--- src/rtl/i2c_txn_seq.sv ---
// Register-transaction sequencer: expands one (dev, reg, rw, len) request into the
// START / WR / RESTART / RD / STOP command stream for the I2C byte-level master.
module i2c_txn_seq #(
    parameter int LEN_W = 8
) (
    input  logic             clk,
    input  logic             reset,
    input  logic             start,
    input  logic             rw,
    input  logic [6:0]       dev_addr,
    input  logic [7:0]       reg_addr,
    input  logic [LEN_W-1:0] len,
    input  logic [7:0]       wdata,
    input  logic             wdata_valid,
    output logic             wdata_ready,
    output logic [7:0]       rdata,
    output logic             rdata_valid,
    output logic             busy,
    output logic             done_tick,
    output logic             nack_err,
    output logic [2:0]       m_cmd,
    output logic [7:0]       m_din,
    output logic             m_wr,
    input  logic             m_ready,
    input  logic             m_ack,
    input  logic [7:0]       m_dout
);

    localparam logic [1:0] S_IDLE  = 2'd0;
    localparam logic [1:0] S_ISSUE = 2'd1;
    localparam logic [1:0] S_WAIT  = 2'd2;

    localparam logic [2:0] P_START   = 3'd0;
    localparam logic [2:0] P_ADDR_W  = 3'd1;
    localparam logic [2:0] P_REG     = 3'd2;
    localparam logic [2:0] P_RESTART = 3'd3;
    localparam logic [2:0] P_ADDR_R  = 3'd4;
    localparam logic [2:0] P_DATA_WR = 3'd5;
    localparam logic [2:0] P_DATA_RD = 3'd6;
    localparam logic [2:0] P_STOP    = 3'd7;

    localparam logic [2:0] CMD_START   = 3'b000;
    localparam logic [2:0] CMD_WR      = 3'b001;
    localparam logic [2:0] CMD_RD      = 3'b010;
    localparam logic [2:0] CMD_STOP    = 3'b011;
    localparam logic [2:0] CMD_RESTART = 3'b100;

    logic [1:0]       state_q, state_d;
    logic [2:0]       step_q, step_d;
    logic             first_q, first_d;
    logic             rw_q, rw_d;
    logic [6:0]       dev_q, dev_d;
    logic [7:0]       reg_q, reg_d;
    logic [LEN_W-1:0] cnt_q, cnt_d;
    logic [7:0]       rdata_q, rdata_d;
    logic             rvalid_q, rvalid_d;
    logic             nack_q, nack_d;

    logic       fire;
    logic       step_done;
    logic       last;
    logic       wr_step;
    logic [2:0] cmd;
    logic [7:0] din;

    always_comb begin
        cmd = CMD_START;
        din = 8'h00;
        case (step_q)
            P_START:   cmd = CMD_START;
            P_ADDR_W:  begin cmd = CMD_WR; din = {dev_q, 1'b0}; end
            P_REG:     begin cmd = CMD_WR; din = reg_q; end
            P_RESTART: cmd = CMD_RESTART;
            P_ADDR_R:  begin cmd = CMD_WR; din = {dev_q, 1'b1}; end
            P_DATA_WR: begin cmd = CMD_WR; din = wdata; end
            P_DATA_RD: begin cmd = CMD_RD; din = {7'd0, last}; end
            default:   cmd = CMD_STOP;
        endcase
    end

    // The first WAIT cycle is skipped because the master only drops ready a cycle after the strobe.
    assign last      = (cnt_q == LEN_W'(1));
    assign wr_step   = (step_q == P_ADDR_W) || (step_q == P_REG) ||
                       (step_q == P_ADDR_R) || (step_q == P_DATA_WR);
    assign fire      = (state_q == S_ISSUE) && m_ready &&
                       ((step_q != P_DATA_WR) || wdata_valid);
    assign step_done = (state_q == S_WAIT) && !first_q && m_ready;

    assign m_wr        = fire;
    assign m_cmd       = (state_q == S_ISSUE) ? cmd : 3'b000;
    assign m_din       = (state_q == S_ISSUE) ? din : 8'h00;
    assign wdata_ready = fire && (step_q == P_DATA_WR);
    assign done_tick   = step_done && (step_q == P_STOP);
    assign busy        = (state_q != S_IDLE);
    assign rdata       = rdata_q;
    assign rdata_valid = rvalid_q;
    assign nack_err    = nack_q;

    always_comb begin
        state_d  = state_q;
        step_d   = step_q;
        first_d  = first_q;
        rw_d     = rw_q;
        dev_d    = dev_q;
        reg_d    = reg_q;
        cnt_d    = cnt_q;
        rdata_d  = rdata_q;
        rvalid_d = 1'b0;
        nack_d   = nack_q;
        case (state_q)
            S_IDLE: begin
                if (start) begin
                    rw_d    = rw;
                    dev_d   = dev_addr;
                    reg_d   = reg_addr;
                    cnt_d   = len;
                    nack_d  = 1'b0;
                    step_d  = P_START;
                    state_d = S_ISSUE;
                end
            end
            S_ISSUE: begin
                if (fire) begin
                    state_d = S_WAIT;
                    first_d = 1'b1;
                end
            end
            S_WAIT: begin
                if (first_q) begin
                    first_d = 1'b0;
                end else if (m_ready) begin
                    state_d = S_ISSUE;
                    case (step_q)
                        P_START:   step_d = P_ADDR_W;
                        P_ADDR_W:  step_d = P_REG;
                        P_REG:     step_d = (cnt_q == '0) ? P_STOP :
                                            (rw_q ? P_RESTART : P_DATA_WR);
                        P_RESTART: step_d = P_ADDR_R;
                        P_ADDR_R:  step_d = P_DATA_RD;
                        P_DATA_WR: begin
                            cnt_d  = cnt_q - LEN_W'(1);
                            step_d = last ? P_STOP : P_DATA_WR;
                        end
                        P_DATA_RD: begin
                            cnt_d    = cnt_q - LEN_W'(1);
                            rdata_d  = m_dout;
                            rvalid_d = 1'b1;
                            step_d   = last ? P_STOP : P_DATA_RD;
                        end
                        default:   state_d = S_IDLE;
                    endcase
                    // A NACK on any written byte abandons the rest of the sequence.
                    if (wr_step && m_ack) begin
                        nack_d = 1'b1;
                        step_d = P_STOP;
                    end
                end
            end
            default: state_d = S_IDLE;
        endcase
    end

    always_ff @(posedge clk) begin
        if (!reset) begin
            state_q  <= S_IDLE;
            step_q   <= P_START;
            first_q  <= 1'b0;
            rw_q     <= 1'b0;
            dev_q    <= 7'd0;
            reg_q    <= 8'd0;
            cnt_q    <= '0;
            rdata_q  <= 8'd0;
            rvalid_q <= 1'b0;
            nack_q   <= 1'b0;
        end else begin
            state_q  <= state_d;
            step_q   <= step_d;
            first_q  <= first_d;
            rw_q     <= rw_d;
            dev_q    <= dev_d;
            reg_q    <= reg_d;
            cnt_q    <= cnt_d;
            rdata_q  <= rdata_d;
            rvalid_q <= rvalid_d;
            nack_q   <= nack_d;
        end
    end

endmodule

--- config.mk ---
export PLATFORM = sky130hd
export DESIGN_NAME = i2c_txn_seq
export DESIGN_NICKNAME = d
export VERILOG_FILES = /design/src/rtl/i2c_txn_seq.sv
export SDC_FILE = /design/constraint.sdc
export NUM_CORES = 1
export LEC_CHECK = 0
export BUFFER_PORTS_ARGS = -buffer_cell sky130_fd_sc_hd__buf_4
export CORE_ASPECT_RATIO = 1.2
export CORE_MARGIN = 2
export CORE_UTILIZATION = 30
export DETAILED_ROUTE_END_ITERATION = 7
export GPL_TIMING_DRIVEN = 1
export SETUP_SLACK_MARGIN = 0.5
export SYNTH_ARGS = -nofsm -noshare
export SYNTH_HDL_FRONTEND = slang
export SYNTH_SLANG_ARGS = --single-unit
--- constraint.sdc ---
create_clock -name clk -period 1.7 [get_ports clk]
set_input_delay 0.255 -clock clk [delete_from_list [all_inputs] [get_ports clk]]
set_output_delay 0.255 -clock clk [all_outputs]
set_load 0.05 [all_outputs]
==> reports/qor.txt, run 1 <==
Status -> complete, but fails checks
Violated checks -> setup timing
Hold_ws -> 182 ps
Worst vdd ir -> 0.354 mV
Number of cells produced by synthesis -> 280
Final min period -> 1880 ps
Cts bufs inserted -> 5
Average cell area after synthesis -> 7.65 µm²
Final #Nets -> 447
WL per Instance -> 15.7 µm
Mapped Area -> 2140 µm²
IO Count -> 71
Placer Congestion -> 0.805
Startpoint Class -> flip-flop
Fraction of registers with async set/reset -> 0
N_diodes -> 0
Post-detailed-placement half-perimeter wirelength -> 4940 µm
Leakage power -> 1.57 nW
Yosys warning count -> 0
Syn_nets -> 329
Period utilization -> 1.11
Yosys reg bits -> 40
H-tree depth -> 2
Slew of the pin with the lowest slew margin -> 457 ps
Drt first pass iters -> 4
DRC -> 0
Fillers -> 594
RSZ-0062 raised after global routing -> true
PD cells -> 618 nW/µm²
Cell variety after synth -> 50
Routed vias -> 2504
Row cnt -> 33
DR vias/cell -> 5.15
Max Cap Viol -> 0
Hold Crit Class -> in2reg
WL final -> 7620 µm
Initial antenna violation count -> 0
Final Max Tran Viols -> 0
Number of global-route vias before repair -> 2468
Global-route wire length before repair -> 11800 µm
CP arrival -> 1620 ps
Critical Path Slowest Stage Cell -> dfxtp_4
Port-buffer cells -> 70
Worst r2r src -> step_q[0]
Hold buffer count at cts -> 0
Clock Skews -> 6.64 ps
Die Wd -> 81.1 µm
Worst-path clk slew -> 90 ps
Setup TNS -> -1830 ps
Setup WS post-layout -> -180 ps
Worst stage delay on the critical path -> 380 ps
Crit-path cells -> buf_6 -> buf_6 -> a21oi_4 -> o31ai_4 -> buf_12 -> a21oi_4 -> buf_6
Worst-path fanout max -> 8
Sequential cell area fraction in the yosys report -> 0.374
Vert. Die Dim -> 96.6 µm
Peak Freq -> 532 MHz
ANT nets after route -> 0
Post-synth top flop -> dfxtp_1
Initial drt markers -> 122
GRT overflow -> 0
WP data required -> 1440 ps
Relative slew slack -> 0.694
Layout cell share with drive strength beyond 1 -> 0.556
Buf/Inv on CP -> 4
Pin count of the biggest net entering global routing -> 35
CTS tree -> built
Worst Hold Launch -> m_dout[0]
Initial core utilization -> 0.311
Clk sinks -> 40
Area growth syn-to-layout -> 85.5%
Crit-path most repeated cell -> buf_6
Fin. Hold Viols -> 0
Tot GR Track Use -> 0.197
Clk root buf -> clkbuf_8
Placeable Area -> 6900 µm²
Final number of setup-violating endpoints -> 14
Die ar. -> 7830 µm²
Crit Path Category -> reg2out
Family with the most delay on the worst path -> buffers and inverters
Nature of the critical path endpoint -> output pin
Critical Path Source -> step_q[0]
Post-synth EDFFs -> 0
Skew-Pair Late Insertion Delay -> 310 ps
Clk buf depth -> 2
## where the power goes
group          switching, mW  total [mW]  internal, mW
combinational          0.286       0.589         0.303
clock                  0.381       0.823         0.443
sequential            0.0608        1.04         0.983
total                  0.728        2.46          1.73
## kinds of logic after synthesis
group / count (synthesis) / synth area share
mux: 10 / 0.0467
simple gates: 120 / 0.265
buf+inv: 26 / 0.0485
xor+xnor: 3 / 0.0158
flops: 40 / 0.374
compound gates: 78 / 0.233
fa+ha+maj: 3 / 0.0175
## repair_timing
item / in CTS / in global routing
pin swaps: 22 / 23
gates resized for setup: 75 / 34
setup buffers: 19 / 11
setup endpoints to repair: 41 / 55
## metrics by stage
step                instance area (µm²)  power [mW]  setup slack [ps]   util  std cells
CTS                                3760        2.40              -204  0.545        475
global placement                   3170        1.48              79.5  0.460        448
global route                       3970        2.55              -221  0.576        486
finish                             3970        2.46              -180  0.576        486
detailed placement                 3170        1.49              27.2  0.460        448
floorplan                          2400        1.30              42.7      -        280
## registers in the layout, indices dropped and copies added, names as in the netlist, 2 cells and up
register / cells
cnt_q: 8
rdata: 8
reg_q: 8
dev_q: 7
step_q: 3
state_q: 2
## metal layers
| layer | GRT usage | routed length [µm] | vias to the layer above |
|---|---|---|---|
| met5 | 0 | 0 | - |
| li1 | - | - | 1239 |
| met1 | 0.228 | 3050 | 1170 |
| met2 | 0.362 | 4050 | 82 |
| met4 | 0.0706 | 159 | 0 |
| met3 | 0.0344 | 365 | 13 |
## cell type report
class / count / area (µm²) / area share
sequential: 40 / 821 / 0.207
clock inverter: 3 / 47.5 / 0.0120
timing repair buffer: 128 / 1140 / 0.288
inverter: 9 / 33.8 / 0.00850
tap: 87 / 109 / 0.0274
clock buffer: 5 / 68.8 / 0.0173
multi-input combinational: 214 / 1750 / 0.440
## cell usage after synthesis, types with 2 or more instances
| master | instances | area share |
|---|---|---|
| o31ai_1 | 4 | 0.014 |
| buf_2 | 5 | 0.012 |
| buf_1 | 2 | 0.0035 |
| nor3b_1 | 3 | 0.011 |
| a22o_1 | 6 | 0.025 |
| or3_1 | 2 | 0.0058 |
| o311ai_0 | 3 | 0.012 |
| nand2b_1 | 3 | 0.0088 |
| nor3_1 | 10 | 0.023 |
| a31oi_1 | 3 | 0.0088 |
| a22oi_1 | 4 | 0.014 |
| ha_1 | 3 | 0.018 |
| o21ai_0 | 9 | 0.021 |
| a2111oi_0 | 2 | 0.0082 |
| dfxtp_1 | 40 | 0.37 |
| nand2_1 | 51 | 0.089 |
| and2_1 | 2 | 0.0058 |
| clkbuf_1 | 10 | 0.018 |
| nand3b_1 | 2 | 0.0070 |
| o22ai_1 | 2 | 0.0058 |
| a211oi_1 | 2 | 0.0070 |
| inv_1 | 8 | 0.014 |
| nor4_1 | 3 | 0.0088 |
| nand4_1 | 3 | 0.0088 |
| mux2i_1 | 10 | 0.047 |
| nand3_1 | 5 | 0.012 |
| a21oi_1 | 33 | 0.077 |
| nor2_1 | 28 | 0.049 |
## worst reg2reg max path: cells and delay by family, from the launching register on
family,cells,cell delay (ps)
simple gates,2,250
flops,1,380
buf+inv,6,760
mux,1,210
## cells in the final DEF, fill, tap and decap left out, types with 3 or more instances in the layout
cell type and count:
buf_12 5, clkbuf_8 5, nor2_4 6, o21ai_0 5, buf_6 28, nand3_1 4
a22o_1 6, a21oi_1 23, buf_4 93, inv_2 5, nand2_4 3, dfxtp_4 5
nor2_1 20, nand2_2 6, nand2_1 42, nor3_1 4, dfxtp_1 34, inv_1 3
nand4_1 3, nor3_4 6, mux2i_1 6, a21oi_4 9, a31oi_1 3, mux2i_2 4
## worst paths after layout
kind / to / slack, ps / cells past startpoint
setup reg to reg: rdata[4] / 0 / 9
setup / recovery: m_din[4] / -180 / 7
hold / removal: rdata[0] / 180 / 3
hold reg to reg: dev_q[6] / 460 / 2
Power figures use the tool's default switching activity.
==> run 2, diff against run 1 <==
==> config.mk (replaced) <==
export PLATFORM = sky130hd
export DESIGN_NAME = i2c_txn_seq
export DESIGN_NICKNAME = d
export VERILOG_FILES = /design/src/rtl/i2c_txn_seq.sv
export SDC_FILE = /design/constraint.sdc
export NUM_CORES = 1
export LEC_CHECK = 0
export BUFFER_PORTS_ARGS = -buffer_cell sky130_fd_sc_hd__buf_2
export CELL_PAD_IN_SITES_DETAIL_PLACEMENT = 2
export CELL_PAD_IN_SITES_GLOBAL_PLACEMENT = 2
export CORE_ASPECT_RATIO = 1.2
export CORE_UTILIZATION = 27
export DETAILED_ROUTE_END_ITERATION = 7
export GPL_TIMING_DRIVEN = 1
export PLACE_DENSITY_LB_ADDON = 0.1
export SETUP_SLACK_MARGIN = 0.5
export SYNTH_ARGS = -nofsm -noshare
export SYNTH_HDL_FRONTEND = slang
export SYNTH_SLANG_ARGS = --single-unit
==> run 2 against run 1 <==
  * The run still ends with setup timing left
  * First-iteration DRC count decreased by 38%
  * Non-clock buffer count increased by 8
  * Flip-flop and latch count unchanged
  * Largest cell class unchanged
  * Largest power group unchanged
==> reports/qor.txt, run 2 (synthesis results as in run 1) <==
Status -> complete, but fails checks
Violated checks -> setup timing
Initial antenna violation count -> 0
Pin count of the biggest net entering global routing -> 20
Sequential power share -> 0.433
CP arrival -> 1740 ps
Relative slew slack -> 0.698
Vert. Die Dim -> 99.6 µm
Worst vdd ir -> 0.372 mV
ANT nets after route -> 0
Switch share -> 0.343
WL final -> 12700 µm
Clock Skews -> 15.5 ps
Post-detailed-placement half-perimeter wirelength -> 6220 µm
Worst r2r src -> step_q[0]
Fin. Hold Viols -> 0
Setup WS post-layout -> -292 ps
Final Max Tran Viols -> 0
Hold Crit Class -> in2reg
Most frequent cells in the layout -> buf_2, buf_4, dfxtp_1, buf_6, nand2_1
Cells on Worst Hold Path -> 3
Comb pwr share -> 0.295
PD cells -> 591 nW/µm²
Period utilization -> 1.17
Leakage power -> 1.69 nW
Most common library cell in the layout ignoring fill and taps -> buf_2
RSZ-0062 raised after global routing -> true
Skew-Pair Late Insertion Delay -> 310 ps
Routed vias -> 2751
Startpoint Class -> flip-flop
Pwr Total -> 2.43 mW
Slew of the pin with the lowest slew margin -> 450 ps
Clk root buf -> clkbuf_8
Initial core utilization -> 0.280
Port-buffer cells -> 70
Fin util -> 0.537
Area growth syn-to-layout -> 92.3%
Placer Congestion -> 0.848
Global-route wire length before repair -> 16600 µm
Tot GR Track Use -> 0.263
Cts bufs inserted -> 5
NetSw -> 0.835 mW
GRT overflow -> 0
Worst r2r dst -> cnt_q[6]
Worst Hold Launch -> reg_addr[4]
Number of global-route vias before repair -> 2988
Final number of setup-violating endpoints -> 17
N_diodes -> 0
Clock Power Share -> 0.272
Row cnt -> 35
Layout cell share with drive strength beyond 1 -> 0.619
DRC -> 0
R2R cell count -> 6
Nature of the critical path endpoint -> output pin
Clk sinks -> 40
H-tree depth -> 2
Final min period -> 1990 ps
Placed Cells -> 463
WL per Instance -> 25.5 µm
Max Cap Viol -> 0
Worst-path fanout max -> 8
Pint -> 1.60 mW
Clk buf depth -> 2
Post-Layout Cell Count -> 499
Crit Path Category -> reg2out
Worst-path clk slew -> 90 ps
DR vias/cell -> 5.51
Reg2Reg Setup Slack -> -90 ps
Hold Path End -> reg_q[4]
WP data required -> 1440 ps
IO Count -> 71
Design area -> 4120 µm²
Die Wd -> 83.3 µm
Peak Freq -> 502 MHz
Die ar. -> 8300 µm²
Initial drt markers -> 76
Drt first pass iters -> 4
Placed inst area -> 3080 µm²
Final #Nets -> 455
Placeable Area -> 7660 µm²
CTS tree -> built
run 2: changes by cell type in the layout (fill, tap and decap cells not counted), moves of 4 or more:
| cell | delta |
|---|---|
| mux2i_1 | +4 |
| buf_8 | +5 |
| a21oi_1 | -16 |
| nand2_1 | -20 |
| buf_4 | -56 |
| a21oi_2 | +17 |
| nand2_4 | +16 |
| mux2i_2 | -4 |
| nand2_2 | +4 |
| buf_2 | +54 |
run 2: per-stage QoR:
stage               hold WS (ps)  worst slack, ps  setup TNS (ps)
floorplan                    391             42.7               0
global placement             446             14.5               0
detailed placement           452             -174            -341
CTS                          171             -177           -1830
global route                 172             -366           -4030
finish                       171             -292           -2900
run 2: worst max path at each step:
stage | depth (start not counted) | slack (ps) | to | from
6_report | 5 | -290 | m_cmd[0] | step_q[0]
5_1_grt | 5 | -370 | m_cmd[0] | step_q[0]
4_1_cts | 6 | -180 | m_din[2] | step_q[0]
3_5_place_dp | 6 | -170 | cnt_q[5] | step_q[0]
3_3_place_gp | 5 | 10 | wdata_ready | step_q[2]
2_1_floorplan | 4 | 40 | wdata_ready | step_q[0]
run 2: cell type report:
type                       count  area [µm²]
inverter                       9        33.8
clock inverter                 1        5.00
timing repair buffer         136        1140
fill                         813        3540
tap                           92         115
multi-input combinational    214        1920
clock buffer                   7        76.3
sequential                    40         821
run 2: critical path, cell delays in order, from the launching register on:
cell and delay [ps]:
dfxtp_4 470, buf_8 190, xor2_4 210, nor2_1 120, nor3_4 240, buf_6 190
run 2: routing by layer:
| layer | up-vias | GRT usage | routed length [µm] |
|---|---|---|---|
| li1 | 1254 | - | - |
| met1 | 1392 | 0.299 | 5150 |
| met2 | 74 | 0.479 | 6780 |
| met3 | 31 | 0.0390 | 349 |
| met4 | 0 | 0.131 | 418 |
| met5 | - | 0 | 0 |
run 2: power by group through the flow:
stage	registers (mW)	logic [mW]	clock network (mW)
final	1.05	0.718	0.661
after global routing	1.06	0.757	0.707
after CTS	1.04	0.606	0.666
after detailed placement	1.06	0.449	0
after global placement	1.05	0.434	0
after floorplan	1.04	0.255	0
run 2: timing repair:
action / in CTS / in global routing
endpoints found under the setup margin: 55 / 56
gates cloned: 0 / 1
gates resized for setup: 137 / 51
pin swaps: 22 / 18
hold endpoints to repair: 0 / 0
hold buffers: 0 / 0
setup buffers: 22 / 5
